$ cat src/rtl/fifo_wr_arbiter.sv
// Round-robin arbiter sharing one FIFO write port among NREQ producers, up to BURST writes per grant.
// Latency: first write one cycle after arbitration; backpressure: fifo_full stalls the burst without ending it.
module fifo_wr_arbiter #(
  parameter int WIDTH = 8,
  parameter int NREQ  = 4,
  parameter int BURST = 4
) (
  input  logic                  clk,
  input  logic                  rst,
  input  logic [NREQ-1:0]       req,
  input  logic [NREQ*WIDTH-1:0] din,
  output logic [NREQ-1:0]       ack,
  output logic [NREQ-1:0]       grant,
  input  logic                  fifo_full,
  output logic                  fifo_wen,
  output logic [WIDTH-1:0]      fifo_din
);

  localparam int IW = (NREQ > 1) ? $clog2(NREQ) : 1;
  localparam int CW = $clog2(BURST + 1);

  typedef enum logic {S_IDLE, S_GRANT} state_t;

  state_t        r_state;
  logic [IW-1:0] r_owner;
  logic [IW-1:0] r_last;
  logic [CW-1:0] r_cnt;

  logic          w_pick_vld;
  logic [IW-1:0] w_pick_idx;
  logic          w_own_req;
  logic          w_wen;
  int            w_t;

  // Walk from last+NREQ down to last+1 so the nearest requester after last wins.
  always_comb begin
    w_pick_vld = 1'b0;
    w_pick_idx = '0;
    w_t        = 0;
    for (int k = NREQ; k >= 1; k--) begin
      w_t = int'(r_last) + k;
      if (w_t >= NREQ) w_t = w_t - NREQ;
      if (req[w_t]) begin
        w_pick_vld = 1'b1;
        w_pick_idx = IW'(w_t);
      end
    end
  end

  assign w_own_req = req[r_owner];
  assign w_wen     = (r_state == S_GRANT) && w_own_req && !fifo_full;
  assign fifo_wen  = w_wen;

  always_comb begin
    grant    = '0;
    fifo_din = '0;
    if (r_state == S_GRANT) begin
      grant[r_owner] = 1'b1;
      fifo_din       = din[r_owner*WIDTH +: WIDTH];
    end
  end

  assign ack = grant & {NREQ{w_wen}};

  always_ff @(posedge clk or posedge rst) begin
    if (rst) begin
      r_state <= S_IDLE;
      r_owner <= '0;
      r_last  <= IW'(NREQ - 1);
      r_cnt   <= '0;
    end else begin
      case (r_state)
        S_IDLE: begin
          if (w_pick_vld) begin
            r_owner <= w_pick_idx;
            r_last  <= w_pick_idx;
            r_cnt   <= '0;
            r_state <= S_GRANT;
          end
        end
        S_GRANT: begin
          if (!w_own_req) begin
            r_state <= S_IDLE;
          end else if (w_wen) begin
            r_cnt <= r_cnt + 1'b1;
            if (r_cnt == CW'(BURST - 1)) r_state <= S_IDLE;
          end
        end
        default: r_state <= S_IDLE;
      endcase
    end
  end

endmodule

$ cat config.mk
export PLATFORM = sky130hd
export DESIGN_NAME = fifo_wr_arbiter
export DESIGN_NICKNAME = d
export VERILOG_FILES = /design/src/rtl/fifo_wr_arbiter.sv
export SDC_FILE = /design/constraint.sdc
export NUM_CORES = 1
export LEC_CHECK = 0
export BUFFER_PORTS_ARGS = -buffer_cell sky130_fd_sc_hd__buf_2
export CAP_MARGIN = 10
export CORE_MARGIN = 3
export CORE_UTILIZATION = 41
export DETAILED_ROUTE_END_ITERATION = 16
export PLACE_DENSITY = 0.89
export SYNTH_ARGS = -nofsm -noshare
export SYNTH_HDL_FRONTEND = slang
export SYNTH_SLANG_ARGS = --single-unit
$ cat constraint.sdc
create_clock -name clk -period 2.2 [get_ports clk]
set_input_delay 0.66 -clock clk [delete_from_list [all_inputs] [get_ports clk]]
set_output_delay 0.66 -clock clk [all_outputs]
set_load 0.01 [all_outputs]
==> run summary <==
Outcome - finished with violations
Failing checks - negative setup slack
Met2 global-route usage - 0.385
Initial antenna violation count - 0
R2R cell count - 5
RSZ-0062 raised after global routing - true
Worst-Margin Slew - 315 ps
Routed wire per std cell - 15.4 um
Crit path launch - req[3]
CTS Hold Bufs - 0
Die height - 50.7 um
VDD IR-drop max - 0.704 mV
Area of the multi-input gates - 566 um2
Clock slew at reported path FFs - 60 ps
Arr. time, crit path - 1700 ps
Met1 GRT Util - 0.206
Sum Neg Setup Slack - -1010 ps
Die area - 2570 um2
Final core occ - 0.698
Final Max Tran Viols - 0
Placer Congestion - 0.775
Largest net degree at the start of global routing - 18
Num ports - 56
Dpl hpwl - 1950 um
Antenna-violating nets left - 0
Chip Width - 50.7 um
Buffers on Ports - 55
Clock Latency Late Sink - 260 ps
Tmin final - 2360 ps
Type of origin of the critical path - input port
Initial core utilization - 0.454
Drt via density - 5.62
Yosys top cell by area - mux4_1
Setup CP Type - in -> out
Synthesized cell area - 818 um2
Clock Tree Root - clkbuf_4
Static leakage - 0.644 nW
Initial drt markers - 15
Ys async rst share - 1.00
Final Power - 1.46 mW
Clk sinks - 8
Nets@finish - 187
CTS Buf Count - 3
Core box area - 1800 um2
R2R Path End - r_cnt[0]$_DFFE_PP0P_
Reg-to-reg setup timing slack - 710 ps
Yosys reg bits - 8
CTS tree - yes
Cells after synthesis - 81
Synth top area share - 0.225
Final setup viols - 13
Drt drc - 0
Grt peak-use layer - met2
Worst slew margin - 0.790
CP Max Fanout - 3
Number of iterations in the first detailed-routing pass - 4
Ranking of synthesized cells by area - mux4_1 22%, dfrtp_1 18%, dfstp_2 6.4%, and2_1 6.1%, mux4_2 5.5%
Hold WC Path Type - in -> async
Gr usage total - 0.206
Antenna cells - 0
Yosys warns - 0
Via count - 955
Share of cells above drive strength 1 - 0.621
Clock Path Buffers - 2
Synthesized Nets - 122
Clock Skews - 9.35 ps
Vias in the first global route - 902
Fmax - 424 MHz
Area growth syn-to-layout - 53.7%
GRT Residual Overflow - 0
Count of cell types in the netlist - 29
Final hold vios - 0
Most frequent cell after synthesis - and2_1
Setup crit end - ack[1]
Core Rows - 15
Critical path endpoint category - output port
Fin crit share - 1.07
First-pass GRT wire length - 3980 um
Post-synth top flop - dfrtp_1
Power Dens Cells - 1160 nW/um2
Critical Path RT - 1540 ps
Grt met3 use - 0.0742
Post-Route WL - 2620 um
H-tree levels - 1
Setup WS post-layout - -157 ps
Critical R2R Launch - r_owner[0]$_DFFE_PP0P_
Fill cells - 142
Reg area - 204 um2
Sequential element share of the synthesized area - 0.248
Post-synth top cells - 8 x and2_1, 7 x mux4_1, 7 x nand3_1, 6 x dfrtp_1, 6 x nand2_1
Mapped Avg Cell Area - 10.1 um2
Number of enable flip-flop cells after synthesis - 0
Max-cap violations - 0
==> kinds of logic (layout without fill, tap and decap cells) <==
logic type / count (synthesis) / after routing / synth area share
buffers and inverters: 11 / 75 / 0.0627
AOI/OAI and AO/OA: 14 / 14 / 0.115
muxes: 9 / 9 / 0.280
adders and majority gates: 2 / 2 / 0.0306
and+or+nand+nor: 37 / 37 / 0.265
DFF: 8 / 8 / 0.248
==> metrics by stage <==
step                      instance area (um2)  hold WS, ps  std cells  setup slack, ps
after global placement                   1170          480        164             -177
after CTS                                1220          340        170             -146
after floorplan                           823          465         81             8.20
after global routing                     1260          344        170             -212
final                                    1260          332        170             -157
after detailed placement                 1170          497        164             -204
==> registers in the layout (all words and copies together) (netlist names) <==
name	flops
r_cnt	3
r_state	1
r_last	2
r_owner	2
==> final cells by class <==
type	instances	share of cell area
clock buffers	4	0.0209
inverters	6	0.0179
repair buffers	65	0.324
multi-input cells	62	0.450
flip-flops and latches	8	0.162
well taps	25	0.0249
==> layer usage <==
layer	wire [um]	vias up
met2	1340	76
met1	845	444
met4	59	0
met3	378	6
li1	-	429
met5	0	-
==> placed cells by master (no fill, tap or decap), drive strengths merged <==
master | synthesis | final
dfrtp | 6 | 6
a21boi | 1 | 1
a211oi | 1 | 1
nand2 | 6 | 6
clkbuf | 2 | 4
and2 | 8 | 8
a31oi | 1 | 1
a21o | 2 | 2
nand3b | 1 | 1
ha | 2 | 2
nand3 | 7 | 7
and3 | 2 | 2
o21ai | 3 | 3
buf | 3 | 65
o221ai | 1 | 1
dfstp | 2 | 2
nor3 | 2 | 2
nor3b | 4 | 4
nor2 | 3 | 3
mux4 | 9 | 9
nand2b | 3 | 3
o221a | 1 | 1
a21oi | 3 | 3
o31ai | 1 | 1
inv | 6 | 6
nor2b | 1 | 1
==> report_power, final <==
| group | switching, mW | internal [mW] | leakage (nW) |
|---|---|---|---|
| logic | 0.466 | 0.565 | 0.533 |
| registers | 0.0800 | 0.227 | 0.0962 |
| clock network | 0.0572 | 0.0698 | 0.0150 |
| total | 0.603 | 0.862 | 0.644 |
==> timing repair <==
| action | 4_1_cts | 5_1_grt |
|---|---|---|
| setup endpoints to repair | 13 | 13 |
| resized for setup | 16 | 7 |
| pin swaps | 2 | 2 |
| setup buffers | 2 | 0 |
==> worst max-delay path, stage by stage <==
cell and delay (ps):
buf_6 100, mux4_2 520, nand3b_4 120, buf_6 120
nor3b_2 40, buf_2 140
==> worst min path at each step <==
stage | from | endpoint
after CTS | rst | r_cnt[0]$_DFFE_PP0P_
final | rst | r_cnt[1]$_DFFE_PP0P_
after detailed placement | r_last[1]$_DFFE_PP1P_ | r_last[1]$_DFFE_PP1P_
after floorplan | r_cnt[0]$_DFFE_PP0P_ | r_cnt[0]$_DFFE_PP0P_
after global placement | r_cnt[2]$_DFFE_PP0P_ | r_cnt[2]$_DFFE_PP0P_
after global routing | rst | r_cnt[0]$_DFFE_PP0P_
(Power assumes the default switching activity.)
